$ cat src/rtl/perf_pkg.sv
// Shared defaults and channel indices for the performance counter bank.
// The CPU top uses the channel enum to wire its run-statistic strobes.
package perf_pkg;

    localparam int unsigned DEF_NUM_CH = 4;
    localparam int unsigned DEF_CNT_W  = 32;

    typedef enum int unsigned {
        CH_TOTAL      = 0,
        CH_UNCOND     = 1,
        CH_COND       = 2,
        CH_COND_TAKEN = 3
    } perf_ch_e;

    // A single-channel bank still needs a 1-bit select port.
    function automatic int unsigned sel_width(input int unsigned n);
        return (n > 1) ? $clog2(n) : 1;
    endfunction

endpackage

$ cat src/rtl/perf_counter.sv
// One event-counter channel: live count, snapshot shadow and sticky overflow.
// Wrap or saturate behaviour is chosen per cycle by sat_mode.
module perf_counter
    import perf_pkg::*;
#(
    parameter int unsigned CNT_W = DEF_CNT_W
) (
    input  logic             clk,
    input  logic             rst,
    input  logic             inc,
    input  logic             clr,
    input  logic             snap,
    input  logic             sat_mode,
    output logic [CNT_W-1:0] cnt,
    output logic [CNT_W-1:0] shadow,
    output logic             ovf
);

    logic [CNT_W-1:0] cnt_q, cnt_d;
    logic [CNT_W-1:0] shadow_q, shadow_d;
    logic             ovf_q, ovf_d;
    logic             at_max;

    assign at_max = &cnt_q;

    always_comb begin
        cnt_d    = cnt_q;
        shadow_d = shadow_q;
        ovf_d    = ovf_q;
        if (clr) begin
            cnt_d    = '0;
            shadow_d = '0;
            ovf_d    = 1'b0;
        end else begin
            // Shadow takes the registered value, so a same-cycle increment is not included.
            if (snap) begin
                shadow_d = cnt_q;
            end
            if (inc) begin
                if (at_max) begin
                    ovf_d = 1'b1;
                    if (!sat_mode) begin
                        cnt_d = '0;
                    end
                end else begin
                    cnt_d = cnt_q + 1'b1;
                end
            end
        end
    end

    always_ff @(posedge clk or negedge rst) begin
        if (!rst) begin
            cnt_q    <= '0;
            shadow_q <= '0;
            ovf_q    <= 1'b0;
        end else begin
            cnt_q    <= cnt_d;
            shadow_q <= shadow_d;
            ovf_q    <= ovf_d;
        end
    end

    assign cnt    = cnt_q;
    assign shadow = shadow_q;
    assign ovf    = ovf_q;

endmodule

$ cat src/rtl/perf_counter_bank.sv
// Bank of NUM_CH event counters with shared clear/snapshot control and a
// muxed readout feeding the display selector.
module perf_counter_bank
    import perf_pkg::*;
#(
    parameter int unsigned NUM_CH = DEF_NUM_CH,
    parameter int unsigned CNT_W  = DEF_CNT_W,
    parameter int unsigned SEL_W  = sel_width(NUM_CH)
) (
    input  logic              clk,
    input  logic              rst,
    input  logic              halt,
    input  logic              clr,
    input  logic [NUM_CH-1:0] ev,
    input  logic [NUM_CH-1:0] en_mask,
    input  logic              sat_mode,
    input  logic              snap,
    input  logic              rd_shadow,
    input  logic [SEL_W-1:0]  sel,
    output logic [CNT_W-1:0]  rd_data,
    output logic [NUM_CH-1:0] ovf,
    output logic              snap_valid
);

    logic [NUM_CH-1:0] inc;
    logic [CNT_W-1:0]  cnt_arr    [NUM_CH];
    logic [CNT_W-1:0]  shadow_arr [NUM_CH];
    logic              snap_valid_q, snap_valid_d;

    // halt only freezes counting; clr must also win over increments.
    always_comb begin
        inc = ev & en_mask & {NUM_CH{~halt & ~clr}};
    end

    for (genvar i = 0; i < NUM_CH; i++) begin : g_ch
        perf_counter #(
            .CNT_W(CNT_W)
        ) u_cnt (
            .clk     (clk),
            .rst     (rst),
            .inc     (inc[i]),
            .clr     (clr),
            .snap    (snap),
            .sat_mode(sat_mode),
            .cnt     (cnt_arr[i]),
            .shadow  (shadow_arr[i]),
            .ovf     (ovf[i])
        );
    end

    always_comb begin
        snap_valid_d = snap_valid_q;
        if (clr) begin
            snap_valid_d = 1'b0;
        end else if (snap) begin
            snap_valid_d = 1'b1;
        end
    end

    always_ff @(posedge clk or negedge rst) begin
        if (!rst) begin
            snap_valid_q <= 1'b0;
        end else begin
            snap_valid_q <= snap_valid_d;
        end
    end

    assign snap_valid = snap_valid_q;

    // Out-of-range selects fall through to zero.
    always_comb begin
        rd_data = '0;
        for (int i = 0; i < NUM_CH; i++) begin
            if (sel == SEL_W'(i)) begin
                rd_data = rd_shadow ? shadow_arr[i] : cnt_arr[i];
            end
        end
    end

endmodule

$ cat config.mk
export PLATFORM = sky130hd
export DESIGN_NAME = perf_counter_bank
export DESIGN_NICKNAME = d
export VERILOG_FILES = /design/src/rtl/perf_pkg.sv /design/src/rtl/perf_counter.sv /design/src/rtl/perf_counter_bank.sv
export SDC_FILE = /design/constraint.sdc
export NUM_CORES = 1
export LEC_CHECK = 0
export CORE_MARGIN = 10
export CORE_UTILIZATION = 35
export DETAILED_ROUTE_END_ITERATION = 10
export PLACE_DENSITY = 0.57
export SLEW_MARGIN = 25
export SYNTH_ARGS = -nofsm -noshare
export SYNTH_HDL_FRONTEND = slang
export SYNTH_HIERARCHICAL = 1
export SYNTH_SLANG_ARGS = --single-unit
$ cat constraint.sdc
create_clock -name clk -period 1.8 [get_ports clk]
set_input_delay 0.36 -clock clk [delete_from_list [all_inputs] [get_ports clk]]
set_output_delay 0.36 -clock clk [all_outputs]
set_load 0.005 [all_outputs]
==> results of run 1 <==
-- path summary, 6_finish.rpt --
| path | to | slack, ns |
|---|---|---|
| max | rd_data[16] | -0.53 |
| max reg2reg | g_ch[2].u_cnt/cnt[23]$_DFFE_PN0P_ | -0.42 |
| min | g_ch[1].u_cnt/cnt[16]$_DFFE_PN0P_ | 0.20 |
| min reg2reg | g_ch[2].u_cnt/ovf$_DFFE_PN0P_ | 0.50 |
| min in group asynchronous | g_ch[2].u_cnt/cnt[10]$_DFFE_PN0P_ | 0.26 |
| max in group asynchronous | g_ch[3].u_cnt/cnt[2]$_DFFE_PN0P_ | 0.87 |
-- power breakdown --
part,internal (W),switching (W)
sequential,0.00588,0.0000125
combinational,0.000528,0.000706
clock,0.00373,0.00268
-- per-stage QoR --
stage | setup slack (ns) | instance area [µm²] | util, % | hold slack, ns
2_1_floorplan | -0.06729 | 15700 | - | 0.06441
3_3_place_gp | -0.6470 | 19880 | 45.06 | 0.2937
3_5_place_dp | -0.6727 | 19880 | 45.06 | 0.2933
4_1_cts | -0.5433 | 22750 | 51.55 | 0.1673
5_1_grt | -0.5631 | 23700 | 53.72 | 0.1944
6_report | -0.5319 | 23710 | 53.73 | 0.1975
-- per-layer routing --
metal,track usage [%],part of all wire (%),up-vias
li1,-,-,6956
met1,28.76,43,7817
met2,35.07,47,484
met3,3.738,6.0,124
met4,7.831,3.8,2
met5,0,0.027,-
-- registers in the layout, summed over array words and instances (netlist names) --
signal             cells
snap_valid             1
g_ch.u_cnt/cnt       128
g_ch.u_cnt/shadow    128
g_ch.u_cnt/ovf         4
-- worst max-delay path, delay by kind of cell (launching register included) --
kind / cells / cell delay, ns
buffers and inverters: 1 / 0.13
flip-flops: 1 / 0.47
multiplexers: 2 / 0.79
-- cell families (layout without fill, tap and decap cells) --
family,count (synthesis),after routing,synth area share (%)
and+or+nand+nor,699,699,23.74
adders and majority gates,4,4,0.3205
buffers and inverters,169,776,5.112
AOI/OAI and AO/OA,228,230,9.719
muxes,210,210,19.06
DFF,261,261,41.82
other,0,2,0
xor gates and xnor gates,4,4,0.2243
-- cell usage in the layout (no fill, tap or decap), types with 7 or more instances in the layout --
master           Yosys  routed
a21boi_0            12       9
dfrtp_2              0      38
clkbuf_16            0      31
o21ai_1             16      45
nand2_2              0      49
inv_1               57      57
nand4_4              8       8
or4_1               12       9
a21oi_1             70      36
clkbuf_8             0       7
and4_1              32      18
buf_2               43      11
clkbuf_1            36       7
nor4_1              12       7
clkdlybuf4s50_1      0      10
nor4_4               4       8
or3_1               64      56
nand2_4              0       8
a21oi_2              4      35
mux4_1              22       8
o21ai_2             16      28
nand4_1             60      60
mux2_4               0       9
nor2_1             175     167
nand3_2              0      20
o211ai_1            20      20
mux2i_1            135     134
buf_4                6     474
and3_1              24      18
mux4_2              40      54
buf_12               0      19
nand2_1            166     109
buf_6               11     136
dfrtp_1            261     223
a211oi_2             0       9
nor2b_1             16      15
or3_4                0       8
and4_4               8      21
nand3_1            100      75
-- layout make-up --
class                      count  area [µm²]
antenna                        2       5.005
tap                          592       740.7
fill                        4002       20420
timing repair buffer         662        5838
clock inverter                12       121.4
inverter                      57       214.0
sequential                   261        6579
multi-input combinational   1147        9313
clock buffer                  45       898.4
-- what timing repair did --
item / 4_1_cts / 5_1_grt
gates resized for setup: 430 / 197
hold endpoints to repair: 34 / 0
cloned: 11 / 0
pin swaps: 93 / 64
hold buffers: 1 / 0
buffers inserted: 136 / 48
endpoints found under the setup margin: 160 / 169
==> flow_metrics.py, run 1 <==
metrics = {
    "yosys": {
        "ys.flop_type": "dfrtp_1",
        "ys_seq_area_share_pct": 41.82,
        "synth_most_common_cell": "dfrtp_1",
        "synth_top_area_share_pct": 41.82,
        "synth_nets": 1596,
        "async_reset_ff_share_pct": 100.0,
        "synth_edf_count": 0,
        "syn_avg_cell_area_um2": 9.915,
        "netlist_top_cells_count": "261 x dfrtp_1, 175 x nor2_1, 166 x nand2_1",
        "synthTopCellsByArea": "dfrtp_1 42%, mux2i_1 8.7%, mux4_2 5.8%, nor2_1 4.2%, nand2_1 4.0%",
        "syn_inst": 1575,
        "netlist_area_um2": 15620,
        "yosys.area.top_type": "dfrtp_1",
        "yosys_warnings": 6,
        "synth-seq-cells": 261,
        "ys_types": 47,
    },
    "critical_path": {
        "endpoint_kind": "primary output",
        "required_ns": 1.44,
        "worstSetupPathType": "register to primary output",
        "start_kind": "register",
        "critical_path.startpoint": "g_ch[2].u_cnt/cnt[16]$_DFFE_PN0P_",
        "path_max_fanout": 2,
        "crit_path_cell_trace": "mux4_2, mux2_4, buf_6",
        "r2r_start": "g_ch[2].u_cnt/cnt[1]$_DFFE_PN0P_",
        "reg2regPathDepth": 12,
        "cpPeakStageDelay_ns": 0.47,
        "critical-path-slowest-cell": "dfrtp_2",
        "cp_data_arrival_time_ns": 1.97,
    },
    "die": {
        "die_h_um": 231.2,
        "dieArea_um2": 53470,
        "dieWidth_um": 231.2,
        "start_util_pct": 35.39,
        "core_um2": 44120,
        "std_cell_rows": 77,
        "ios": 54,
    },
    "clock_network": {
        "cts-root-buf": "clkbuf_16",
        "clk_pin_slew_ns": 0.06,
        "clk_path_buf_depth": 3,
        "cts_tree": "done",
        "insertion_delay_ns": 0.59,
        "clock-sinks": 261,
        "cts_buffers": 31,
        "htreeDepth": 1,
    },
    "drt": {
        "drt_iter0_drc": 1324,
        "drc_errors": 0,
        "detail-route-antenna-nets": 0,
        "routed_wl_um": 59370,
        "drt_first_pass_iters": 5,
        "via_per_inst": 5.537,
        "vias": 15383,
        "wl_per_cell_um": 21.37,
    },
    "finish": {
        "fin_cells": 2778,
        "nNetsFinal": 2181,
        "drive_gt1_share_pct": 48.67,
        "area_delta_synth_final_pct": 51.82,
    },
    "global_routing": {
        "grt_max_degree": 51,
        "grt_pass1_wl_um": 91430,
        "antenna_found_initial": 5,
        "groute.usage.overall_pct": 21.71,
        "gr-total-overflow": 0,
        "grt_pass1_vias": 15602,
    },
    "timing": {
        "finalCriticalPeriod_ns": 2.332,
        "setup_viol": 155,
        "fmax_ghz": 0.4288,
        "setup_slack_ns": -0.5319,
        "hold_viol": 0,
        "rsz0062_at_grt": "true",
        "relSlewSlack_pct": 61.15,
        "worst_slew_pin_slew_ns": 0.5828,
        "finClkSkew_ns": 0.02029,
        "min_period_over_period_pct": 129.6,
        "tns_ns": -46.59,
        "slew_violations": 0,
    },
    "hold_path": {
        "worstHoldStart": "clr",
        "hold_depth": 3,
        "hp-class": "input pin to register",
    },
    "pwr": {
        "powerDensity_nw_per_um2": 570.9,
        "p_total_w": 0.01354,
        "ir_drop_mv": 0.6340,
        "power_leakage_nw": 11.30,
    },
    "placement": {
        "portBuffers": 53,
        "dp.cells": 2542,
        "place.gp.congestion": 0.9677,
        "dp_hpwl_um": 39940,
    },
    "job": {
        "drv_cap": 0,
    },
    "run_status": {
        "violations": "setup timing",
        "outcome": "finished with violations",
    },
}
Note: power is estimated with default switching activity, not from simulation.
==> inputs of run 2 (changes only) <==
Settings changed: PLACE_DENSITY 0.57 to 0.56.
Clock period 1.8 ns to 3 ns, I/O delays scaled along.
==> run 2 against run 1 <==
  * The flow now finishes without violations
  * Clock skew decreased by 0.0093 ns
  * Combinational power decreased by 55%
  * Final area decreased by 21%
  * Critical path depth unchanged
  * Final cell count decreased by 17%
  * Die area unchanged
  * Highest routed layer is now met4
  * Critical endpoint is now rd_data[31]
  * Critical path type unchanged
  * Utilization decreased by 11 points
  * Flip-flop and latch count unchanged
  * Worst hold slack improved by 0.16 ns
  * First-iteration DRC count increased by 3.4%
  * Register-to-register slack improved by 0.86 ns
  * Largest power group unchanged
==> flow_metrics.py, run 2 (same netlist as run 1, synthesis figures left out) <==
metrics = {
    "finish": {
        "fin_util_pct": 42.52,
        "drive_gt1_share_pct": 19.67,
        "layout_commonest_cell": "dfrtp_1",
        "area_delta_synth_final_pct": 20.15,
        "nNetsFinal": 1720,
        "final_cell_mix": "237 x dfrtp_1, 175 x nor2_1, 165 x nand2_1",
        "regArea_um2": 6561,
        "nFillCells": 4290,
        "multiInputGateArea_um2": 8300,
    },
    "hold_path": {
        "worstHoldStart": "clr",
        "hold_depth": 2,
        "hp-class": "input pin to register",
        "min_to": "g_ch[3].u_cnt/shadow[16]$_DFFE_PN0P_",
    },
    "critical_path": {
        "path_max_fanout": 6,
        "cpPeakStageDelay_ns": 0.52,
        "critical-path-slowest-cell": "mux4_1",
        "start_kind": "register",
        "reg2reg_slack_ns": 0.44,
        "reg2regPathDepth": 7,
        "required_ns": 2.40,
        "r2r_start": "g_ch[1].u_cnt/cnt[0]$_DFFE_PN0P_",
        "cp_data_arrival_time_ns": 2.35,
        "rr_endpoint": "g_ch[1].u_cnt/cnt[13]$_DFFE_PN0P_",
        "worstSetupPathType": "register to primary output",
        "endpoint_kind": "primary output",
        "crit_path_cell_trace": "mux4_1, mux2_2, clkdlybuf4s50_1",
    },
    "pwr": {
        "combinationalPowerShare_pct": 6.7,
        "switching_share_pct": 23.03,
        "powerDensity_nw_per_um2": 443.1,
        "p_seq_share_pct": 42.5,
        "p_int_w": 0.006400,
        "power_leakage_nw": 8.428,
        "ir_drop_mv": 0.3631,
        "clkPwrFrac_pct": 50.8,
        "p_total_w": 0.008314,
        "netSwitchingPower_w": 0.001914,
    },
    "clock_network": {
        "clk_path_buf_depth": 3,
        "insertion_delay_ns": 0.57,
        "cts-root-buf": "clkbuf_16",
        "clk_pin_slew_ns": 0.06,
        "cts_tree": "done",
        "htreeDepth": 1,
        "clock-sinks": 261,
        "cts_buffers": 31,
    },
    "placement": {
        "portBuffers": 53,
        "pre_cts_ws_ns": 0.04249,
        "dp_hpwl_um": 34780,
        "place.gp.congestion": 0.9190,
    },
    "drt": {
        "drt_first_pass_iters": 5,
        "vias": 13002,
        "wl_per_cell_um": 20.63,
        "via_per_inst": 5.614,
        "drc_errors": 0,
        "drt_iter0_drc": 1369,
        "routed_wl_um": 47770,
        "detail-route-antenna-nets": 0,
    },
    "timing": {
        "hold_viol": 0,
        "slew_violations": 0,
        "fmax_ghz": 0.3395,
        "finalCriticalPeriod_ns": 2.945,
        "min_period_over_period_pct": 98.18,
        "finClkSkew_ns": 0.01096,
        "setup_slack_ns": 0.05469,
        "relSlewSlack_pct": 37.01,
        "worst_slew_pin_slew_ns": 0.9362,
        "whs_ns": 0.3546,
        "rsz0062_at_grt": "false",
        "setup_viol": 0,
    },
    "global_routing": {
        "antenna_found_initial": 5,
        "grt_pass1_wl_um": 75270,
        "gr-total-overflow": 0,
        "groute.usage.overall_pct": 17.57,
        "grt_max_degree": 77,
        "grt_pass1_vias": 12815,
    },
    "die": {
        "dieWidth_um": 231.2,
        "die_h_um": 231.2,
        "ios": 54,
        "std_cell_rows": 77,
        "dieArea_um2": 53470,
        "core_um2": 44120,
        "start_util_pct": 35.39,
    },
    "job": {
        "drv_cap": 0,
    },
    "run_status": {
        "outcome": "finished, final reports clean",
    },
}
## run 2: how the worst max path moves through the flow
stage / from / end / slack, ns / cells after the start
6_report: g_ch[1].u_cnt/cnt[31]$_DFFE_PN0P_ / rd_data[31] / 0.05 / 3
5_1_grt: g_ch[2].u_cnt/cnt[2]$_DFFE_PN0P_ / rd_data[2] / 0.001 / 3
4_1_cts: g_ch[2].u_cnt/cnt[6]$_DFFE_PN0P_ / rd_data[6] / 0.0006 / 3
3_5_place_dp: sat_mode / g_ch[1].u_cnt/cnt[9]$_DFFE_PN0P_ / 0.04 / 8
3_3_place_gp: sat_mode / g_ch[2].u_cnt/cnt[23]$_DFFE_PN0P_ / -0.03 / 7
2_1_floorplan: rd_shadow / rd_data[15] / 0.74 / 5
## run 2: layout make-up
| type | count | area share [%] |
|---|---|---|
| clock inverter | 19 | 1.607 |
| tap | 592 | 3.948 |
| clock buffer | 38 | 4.488 |
| antenna | 1 | 0.01334 |
| sequential | 261 | 34.97 |
| timing repair buffer | 203 | 9.596 |
| multi-input combinational | 1145 | 44.24 |
| inverter | 57 | 1.140 |
## run 2: repair_timing
action | 4_1_cts | 5_1_grt
endpoints found under the hold margin | 45 | 0
buffers inserted | 2 | 7
hold buffers | 1 | 0
endpoints found under the setup margin | 10 | 10
gates cloned | 0 | 0
resized for setup | 16 | 14
## run 2: per-layer routing
layer	GRT usage [%]	share of wire [%]	vias up
li1	-	-	6054
met1	24.65	45	6457
met2	28.15	47	419
met3	2.480	5.8	72
met4	4.090	1.9	0
met5	0	0	-
## run 2: power groups by stage
stage,clock network (W),registers (W),logic [W]
after CTS,0.00432,0.00353,0.000566
after global routing,0.00444,0.00353,0.000604
after floorplan,0,0.00360,0.000302
after detailed placement,0,0.00360,0.000563
after global placement,0,0.00360,0.000556
final,0.00422,0.00353,0.000556
## run 2: per-stage QoR
| stage | cell area [µm²] | TNS, ns | std cells |
|---|---|---|---|
| 2_1_floorplan | 15620 | 0 | 1575 |
| 3_3_place_gp | 17470 | -0.02644 | 2246 |
| 3_5_place_dp | 17490 | 0 | 2248 |
| 4_1_cts | 18680 | 0 | 2308 |
| 5_1_grt | 18760 | 0 | 2315 |
| 6_report | 18760 | 0 | 2316 |
## run 2: worst max-delay path, delay by kind of cell, from the launching register on
family	cells	cell delay, ns
flip-flops	1	0.50
multiplexers	2	0.81
buffers and inverters	1	0.46
==> inputs of run 3 (changes only) <==
Settings changed: HOLD_SLACK_MARGIN from default to 0.15, PLACE_DENSITY 0.56 to 0.57.
Clock period 3 ns to 2.4 ns, I/O delays scaled along.
==> run 3 against run 2 <==
  * Worst hold slack worse by 0.031 ns
  * Critical path depth is the same
  * Sequential power rose by 25%
  * Clock skew decreased by 0.0029 ns
  * Sequential share of layout area decreased by 1.3 points
  * Largest power group unchanged
  * Clock power up 16%
  * Die area stayed put
  * Combinational power is 36% higher
  * Non-clock buffer count is 109 higher
  * First-iteration DRC count is 5.2% higher
  * Final area up 4.5%
  * Routed wire length rose by 11%
  * The run now ends with setup timing left
==> flow_metrics.py, run 3 (same netlist as run 1, synthesis figures left out) <==
metrics = {
    "run_status": {
        "outcome": "finished with violations",
        "violations": "setup timing",
    },
    "die": {
        "dieArea_um2": 53470,
        "std_cell_rows": 77,
        "core_um2": 44120,
        "dieWidth_um": 231.2,
        "start_util_pct": 35.39,
        "die_h_um": 231.2,
        "ios": 54,
    },
    "clock_network": {
        "clk_path_buf_depth": 3,
        "cts_tree": "done",
        "clock-sinks": 261,
        "cts_buffers": 30,
        "insertion_delay_ns": 0.57,
        "htreeDepth": 1,
        "cts-root-buf": "clkbuf_16",
        "clk_pin_slew_ns": 0.06,
    },
    "critical_path": {
        "path_max_fanout": 2,
        "worstSetupPathType": "register to primary output",
        "reg2regPathDepth": 9,
        "start_kind": "register",
        "endpoint_kind": "primary output",
        "required_ns": 1.92,
        "cp_data_arrival_time_ns": 1.97,
    },
    "drt": {
        "detail-route-antenna-nets": 0,
        "drt_first_pass_iters": 5,
        "wl_per_cell_um": 21.92,
        "routed_wl_um": 53080,
        "via_per_inst": 5.669,
        "vias": 13731,
        "drc_errors": 0,
        "drt_iter0_drc": 1440,
    },
    "finish": {
        "area_delta_synth_final_pct": 25.61,
        "fin_util_pct": 44.46,
        "final_cell_mix": "238 x buf_4, 204 x dfrtp_1, 175 x nor2_1",
        "layout_commonest_cell": "buf_4",
        "nFillCells": 4265,
        "num_antenna_cells": 0,
        "drive_gt1_share_pct": 29.34,
        "nNetsFinal": 1828,
    },
    "job": {
        "drv_cap": 0,
    },
    "pwr": {
        "ir_drop_mv": 0.4871,
        "power_leakage_nw": 8.888,
        "powerDensity_nw_per_um2": 514.2,
    },
    "hold_path": {
        "hp-class": "input pin to register",
        "hold_depth": 3,
    },
    "timing": {
        "hold_viol": 0,
        "setup_viol": 4,
        "min_period_over_period_pct": 101.9,
        "setup_slack_ns": -0.04669,
        "fmax_ghz": 0.4087,
        "finalCriticalPeriod_ns": 2.447,
        "worst_slew_pin_slew_ns": 0.7024,
        "rsz0062_at_grt": "true",
        "relSlewSlack_pct": 53.07,
        "finClkSkew_ns": 0.008039,
        "slew_violations": 0,
    },
    "placement": {
        "portBuffers": 53,
        "pre_cts_ws_ns": -0.4123,
        "place.gp.congestion": 0.9624,
        "dp_hpwl_um": 37140,
    },
    "global_routing": {
        "gr-total-overflow": 0,
        "antenna_found_initial": 1,
        "groute.usage.overall_pct": 19.46,
        "grt_pass1_wl_um": 81700,
        "grt_pass1_vias": 13303,
        "grt_max_degree": 63,
    },
}
[run 3: cell count changes in the layout (fill, tap and decap cells not counted), moves of 17 or more]
| cell | change |
|---|---|
| dfrtp_2 | +33 |
| nand2_2 | +17 |
| nand2_1 | -18 |
| buf_4 | +99 |
| clkdlybuf4s50_1 | -28 |
| dfrtp_1 | -33 |
[run 3: power by group]
part,internal (W),switching (W)
clock network,0.00300,0.00191
registers,0.00441,0.0000131
logic,0.000290,0.000465
[run 3: worst paths after layout]
check	startpoint	slack [ns]	end
max	g_ch[1].u_cnt/cnt[20]$_DFFE_PN0P_	-0.05	rd_data[20]
max in group asynchronous	rst	1.09	g_ch[2].u_cnt/cnt[26]$_DFFE_PN0P_
max reg2reg	g_ch[2].u_cnt/cnt[0]$_DFFE_PN0P_	0.10	g_ch[2].u_cnt/cnt[29]$_DFFE_PN0P_
min reg2reg	snap_valid$_DFFE_PN0P_	0.49	snap_valid$_DFFE_PN0P_
min	snap	0.32	snap_valid$_DFFE_PN0P_
min in group asynchronous	rst	0.46	g_ch[2].u_cnt/cnt[5]$_DFFE_PN0P_
[run 3: routing by layer]
metal  GRT usage, %  up-vias  share of wire [%]
met2          31.08      527                 46
met5              0        -                  0
li1               -     6238                  -
met3          2.956       60                6.9
met4          4.152        0                2.1
met1          27.40     6906                 45
[run 3: area by class of cell]
class	count	area [µm²]	area share (%)
Tap cell	592	740.7	3.776
Clock buffer	48	909.6	4.637
Inverter	57	214.0	1.091
Multi-Input combinational cell	1145	8354	42.59
Timing Repair Buffer	312	2660	13.56
Sequential cell	261	6603	33.66
Clock inverter	7	135.1	0.6889
[run 3: repair_timing]
action / in CTS / in global routing
endpoints found under the setup margin: 56 / 59
pin swaps: 19 / 12
hold endpoints to repair: 55 / 0
gates resized for setup: 213 / 30
setup buffers: 52 / 14
hold buffers: 1 / 0
[run 3: through the flow]
stage / cell area [µm²] / setup TNS, ns / hold slack (ns) / power (W) / cells
4_1_cts: 19490 / -0.1667 / 0.3034 / 0.01016 / 2413
6_report: 19620 / -0.1088 / 0.3235 / 0.01009 / 2422
5_1_grt: 19620 / -0.4345 / 0.3327 / 0.01039 / 2422
3_5_place_dp: 18130 / -19.29 / 0.4793 / 0.005243 / 2319
3_3_place_gp: 18110 / -22.79 / 0.4741 / 0.005233 / 2318
2_1_floorplan: 15620 / 0 / 0.1844 / 0.004879 / 1575
[run 3: worst max-delay path, stage by stage, from the launching register on]
cell and delay, ns:
dfrtp_2 0.46, mux4_2 0.52, mux2_4 0.29, buf_6 0.11
==> variant 1: new RTL, config.mk and constraints of run 2 <==
Add an input register stage for `sat_mode`, without a reset; this delays it by one clock. The other inputs are not delayed to match. Comments in the files are not updated.
--- a/src/rtl/perf_counter_bank.sv
+++ b/src/rtl/perf_counter_bank.sv
@@ -22,6 +22,12 @@
     output logic              snap_valid
 );
 
+    logic sat_mode_q;
+
+    always_ff @(posedge clk) begin
+        sat_mode_q <= sat_mode;
+    end
+
     logic [NUM_CH-1:0] inc;
     logic [CNT_W-1:0]  cnt_arr    [NUM_CH];
     logic [CNT_W-1:0]  shadow_arr [NUM_CH];
@@ -41,7 +47,7 @@
             .inc     (inc[i]),
             .clr     (clr),
             .snap    (snap),
-            .sat_mode(sat_mode),
+            .sat_mode(sat_mode_q),
             .cnt     (cnt_arr[i]),
             .shadow  (shadow_arr[i]),
             .ovf     (ovf[i])
Behaviour: no difference found for any inputs over 4 cycles, from zero or initial values and one cycle with rst low; that may be too few to reach the edited logic, so the function may still have changed.
==> variant 1 against run 2 <==
Via count up 0.28%. Combinational power decreased by 0.9%. Critical endpoint is now rd_data[2]. Fmax is essentially flat. Worst hold slack got worse by 0.32 ns. Sequential cell count increased by 1. Clock skew is essentially flat. Count of clock-buffer cells in the layout rose by 7. Total power fell by 3.4%. Routed wire length grew 2.9%. Synthesized area increased by 0.13%. Final cell count fell by 0.43%. Largest power group unchanged. Synthesized cell count about the same. Setup slack gained 0.00082 ns. Design area decreased by 0.61%. Highest routed layer is now met5.
==> variant 1: results (changes against run 2) <==
<table>
<tr><th>Metric</th><th>Value</th></tr>
<tr><th colspan="2">Detailed routing</th></tr>
<tr><td>Number of search-and-repair iterations in the first detailed-routing pass</td><td>6 (+1)</td></tr>
<tr><td>Post-DR vias/cell</td><td>5.654 (+0.72%)</td></tr>
<tr><td>DR iter-0 viols</td><td>1368 (-0.073%)</td></tr>
<tr><th colspan="2">Critical path</th></tr>
<tr><td>Startpoint of the worst register-to-register path</td><td>g_ch[3].u_cnt/cnt[0]</td></tr>
<tr><td>Beginning of the critical path</td><td>g_ch[1].u_cnt/cnt[2]</td></tr>
<tr><td>Crit-path max FO</td><td>9 (+3)</td></tr>
<tr><th colspan="2">Power</th></tr>
<tr><td>Switching power</td><td>1.888 mW (-1.4%)</td></tr>
<tr><td>LEAKAGE</td><td>8.496 nW (+0.80%)</td></tr>
<tr><td>Peak ir drop on the vdd network</td><td>0.4057 mV (+12%)</td></tr>
<tr><th colspan="2">Global route</th></tr>
<tr><td>Initial antenna violation count</td><td>2 (-3)</td></tr>
<tr><td>Number of global-route vias before repair</td><td>12910 (+0.71%)</td></tr>
<tr><td>Met1 Resource Use GR</td><td>0.2522 (+0.005707)</td></tr>
<tr><td>GR Layer Usage met2</td><td>0.2917 (+0.01026)</td></tr>
<tr><td>Maximum number of pins on one net before global-route repair</td><td>80 (+3.9%)</td></tr>
<tr><td>Wire length of the first global-routing pass</td><td>77220 um (+2.6%)</td></tr>
<tr><td>Met3 global-route usage</td><td>0.02993 (+0.005131)</td></tr>
<tr><th colspan="2">Layout</th></tr>
<tr><td>Final net count</td><td>1715 (-0.29%)</td></tr>
<tr><td>Proportion of layout cells with a drive suffix above 1</td><td>0.1879 (-0.008885)</td></tr>
<tr><th colspan="2">Run status</th></tr>
<tr><td>Status</td><td>finished clean</td></tr>
<tr><th colspan="2">STA</th></tr>
<tr><td>Slew @ Worst Pin</td><td>0.9714 ns (+0.03519 ns)</td></tr>
<tr><td>Skew final</td><td>0.01106 ns (+0.0001003 ns)</td></tr>
<tr><th colspan="2">Placement</th></tr>
<tr><td>Final weighted congestion of routability-driven global placement</td><td>0.9334 (+1.6%)</td></tr>
<tr><th colspan="2">Synth</th></tr>
<tr><td>Top post-synthesis cells by area</td><td>dfrtp_1 (42%), mux2i_1 (8.6%), mux4_2 (5.8%)</td></tr>
<tr><td>Proportion of register bits with asynchronous set or reset after synthesis</td><td>0.9962 (-0.003817)</td></tr>
<tr><td>Count of distinct cell types in the synthesized netlist</td><td>48 (+2.1%)</td></tr>
<tr><td>Net count after synthesis</td><td>1597 (+0.063%)</td></tr>
<tr><th colspan="2">Hold path</th></tr>
<tr><td>Path type of the worst min-delay path</td><td>input port to asynchronous set/reset pin</td></tr>
<tr><th colspan="2">Clock tree</th></tr>
<tr><td>Number of buffers inserted during clock tree synthesis</td><td>30 (-3.2%)</td></tr>
</table>
variant 1: metal layers:
layer / vias up / wire [um]
met5: - / 16
li1: 6010 / -
met1: 6613 / 22350
met3: 64 / 2725
met2: 350 / 23160
met4: 2 / 907
variant 1: critical path, delay by kind of cell (launching register included):
kind                   cells  cell delay (ns)
flip-flops                 1             0.50
multiplexers               2             0.81
buffers and inverters      1             0.46
variant 1: final timing paths:
path | endpoint | slack (ns) | cells past startpoint
max | rd_data[2] | 0.06 | 3
min | g_ch[2].u_cnt/cnt[5] | 0.03 | 1
max reg2reg | g_ch[3].u_cnt/cnt[9] | 0.35 | 7
min reg2reg | snap_valid | 0.49 | 2
max in group asynchronous | g_ch[2].u_cnt/cnt[20] | 2.17 | 2
min in group clk | sat_mode_q | 0.47 | 1
variant 1: power by group through the flow:
stage	clock, mW	sequential (mW)	combinational, mW
after global placement	0	3.61	0.548
final	3.93	3.55	0.551
after CTS	4.02	3.55	0.557
after detailed placement	0	3.61	0.556
after floorplan	0	3.62	0.302
after global routing	4.17	3.55	0.593
variant 1: kinds of logic (layout without fill, tap and decap cells):
logic type / count (synthesis) / count (layout) / synth area share
and+or+nand+nor: 699 / 699 / 0.2371
DFF: 262 / 262 / 0.4190
AOI/OAI and AO/OA: 228 / 228 / 0.09706
muxes: 210 / 210 / 0.1904
buffers and inverters: 169 / 307 / 0.05105
adders and majority gates: 4 / 4 / 0.003201
xor gates and xnor gates: 4 / 4 / 0.002240
variant 1: what timing repair did:
| item | in CTS | in global routing |
|---|---|---|
| setup endpoints to repair | 9 | 13 |
| gates resized for setup | 13 | 19 |
| setup buffers | 0 | 4 |
variant 1: through the flow:
stage	std cells	hold WS [ns]	instance area [um^2]	setup WS, ns
floorplan	1576	0.3044	15640	0.7443
global placement	2248	0.4749	17490	0.05996
detailed placement	2250	0.4859	17520	0.02762
CTS	2302	0.05855	18580	0.001533
global route	2306	0.06048	18650	0.0009097
finish	2306	0.02979	18650	0.05551
variant 1: cell type report:
cell class              count  area [um^2]
multi-input cells        1145         8294
fillers                  4275        25570
clock buffers              45        908.4
repair buffers            198         1778
well taps                 592        740.7
inverters                  57        214.0
clock inverters             7        137.6
flip-flops and latches    262         6576
==> variant 2: new RTL, flow settings as in run 2 <==
Made on the original files. The package constant `DEF_NUM_CH` goes from 4 to 2.
--- a/src/rtl/perf_pkg.sv
+++ b/src/rtl/perf_pkg.sv
@@ -2,7 +2,7 @@
 // The CPU top uses the channel enum to wire its run-statistic strobes.
 package perf_pkg;
 
-    localparam int unsigned DEF_NUM_CH = 4;
+    localparam int unsigned DEF_NUM_CH = 2;
     localparam int unsigned DEF_CNT_W  = 32;
 
     typedef enum int unsigned {
Interface: changed (resized en_mask, ev, ovf and sel); port bits go from 54 to 47. No check against the original RTL was run, so the function may have changed too.
==> variant 2 against run 2 <==
First-iteration DRC count is 61% lower. Final cell count shrank 54%. Synthesized area shrank 51%. Critical endpoint is now rd_data[15]. Highest routed layer unchanged. Core utilization shrank 0.15 points. Design area down 52%. Total power is 50% lower. Setup slack improved by 0.16 ns. Routed wire length is 54% lower. Sequential cell count decreased by 130.
==> variant 2: results (changes against run 2) <==
<table>
<tr><th>Metric</th><th>Value</th></tr>
<tr><th colspan="2">Critical path</th></tr>
<tr><td>Crit path DAT</td><td>2.19 ns (-0.16 ns)</td></tr>
<tr><td>Depth of the worst register-to-register path</td><td>6 (-1)</td></tr>
<tr><td>Kind of cell adding the most delay to the critical path</td><td>buffers and inverters</td></tr>
<tr><td>Slack of the worst reg-to-reg path</td><td>0.62 ns (+0.18 ns)</td></tr>
<tr><td>Crit-path max FO</td><td>32 (+26)</td></tr>
<tr><th colspan="2">Synth</th></tr>
<tr><td>Share of synthesized area spent on multiplexers</td><td>0.1820 (-0.008613)</td></tr>
<tr><td>Synthesized-area fraction occupied by ao, oa, aoi and oai cells</td><td>0.09903 (+0.001845)</td></tr>
<tr><td>Synth Instances</td><td>747 (-53%)</td></tr>
<tr><td>Xor/xnor share of the synthesized area</td><td>0.002295 (+0.00005205)</td></tr>
<tr><td>Post-synthesis share of cell area spent on full adders, half adders and majority gates</td><td>0.003279 (+0.00007435)</td></tr>
<tr><td>Net count after synthesis</td><td>761 (-52%)</td></tr>
<tr><td>Register area share after synthesis</td><td>0.4296 (+0.01134)</td></tr>
<tr><td>Top post-synthesis cells by area</td><td>dfrtp_1 (43%), mux4_2 (8.9%), mux2i_1 (8.7%)</td></tr>
<tr><th colspan="2">Layout</th></tr>
<tr><td>Final non-filler cell total</td><td>1074 (-54%)</td></tr>
<tr><td>Area fraction of clock buffers and clock inverters</td><td>0.06819 (+0.007239)</td></tr>
<tr><td>Flip-flop and latch share of the layout cell area</td><td>0.3646 (+0.01490)</td></tr>
<tr><td>Multi-input gate area in the final layout</td><td>0.003934 mm^2 (-53%)</td></tr>
<tr><td>Fillers</td><td>2033 (-53%)</td></tr>
<tr><th colspan="2">Placement</th></tr>
<tr><td>Instance count after placement with tap cells included</td><td>1042 (-54%)</td></tr>
<tr><td>Half-perimeter wire length after detailed placement</td><td>15100 um (-57%)</td></tr>
<tr><th colspan="2">Clock tree</th></tr>
<tr><td>Clock latency of the later-clocked register in the worst-skew pair</td><td>0.42 ns (-0.15 ns)</td></tr>
<tr><td>Buffers inserted by post-CTS timing repair</td><td>0 (-2)</td></tr>
<tr><td>Number of buffers inserted during clock tree synthesis</td><td>17 (-45%)</td></tr>
<tr><th colspan="2">Global route</th></tr>
<tr><td>Maximum number of pins on one net before global-route repair</td><td>96 (+25%)</td></tr>
<tr><th colspan="2">STA</th></tr>
<tr><td>Time the final worst path needs with I/O delays and setup</td><td>2.788 ns (-0.1572 ns)</td></tr>
<tr><th colspan="2">Detailed routing</th></tr>
<tr><td>Average routed wire per standard cell</td><td>20.35 um (-1.3%)</td></tr>
<tr><th colspan="2">Run status</th></tr>
<tr><td>Status</td><td>finished clean</td></tr>
<tr><th colspan="2">Power</th></tr>
<tr><td>Relative contribution of sequential cells to total power</td><td>0.427 (+0.002)</td></tr>
</table>
==> variant 2: worst min path at each step <==
| stage | slack, ns | start | endpoint |
|---|---|---|---|
| 2_1_floorplan | 0.30 | rst | g_ch[0].u_cnt/cnt[0] |
| 3_3_place_gp | 0.49 | g_ch[1].u_cnt/ovf | g_ch[1].u_cnt/ovf |
| 3_5_place_dp | 0.48 | snap_valid | snap_valid |
| 4_1_cts | 0.21 | rst | g_ch[1].u_cnt/shadow[23] |
| 5_1_grt | 0.23 | rst | g_ch[0].u_cnt/shadow[22] |
| 6_report | 0.18 | rst | g_ch[0].u_cnt/shadow[23] |
==> variant 2: metal layers <==
layer / wire length (um) / vias up / part of all wire / track usage
li1: - / 2838 / - / -
met3: 969 / 20 / 0.044 / 0.03043
met2: 10360 / 149 / 0.47 / 0.2472
met5: 0 / - / 0 / 0
met1: 10250 / 3102 / 0.47 / 0.2145
met4: 281 / 0 / 0.013 / 0.04201
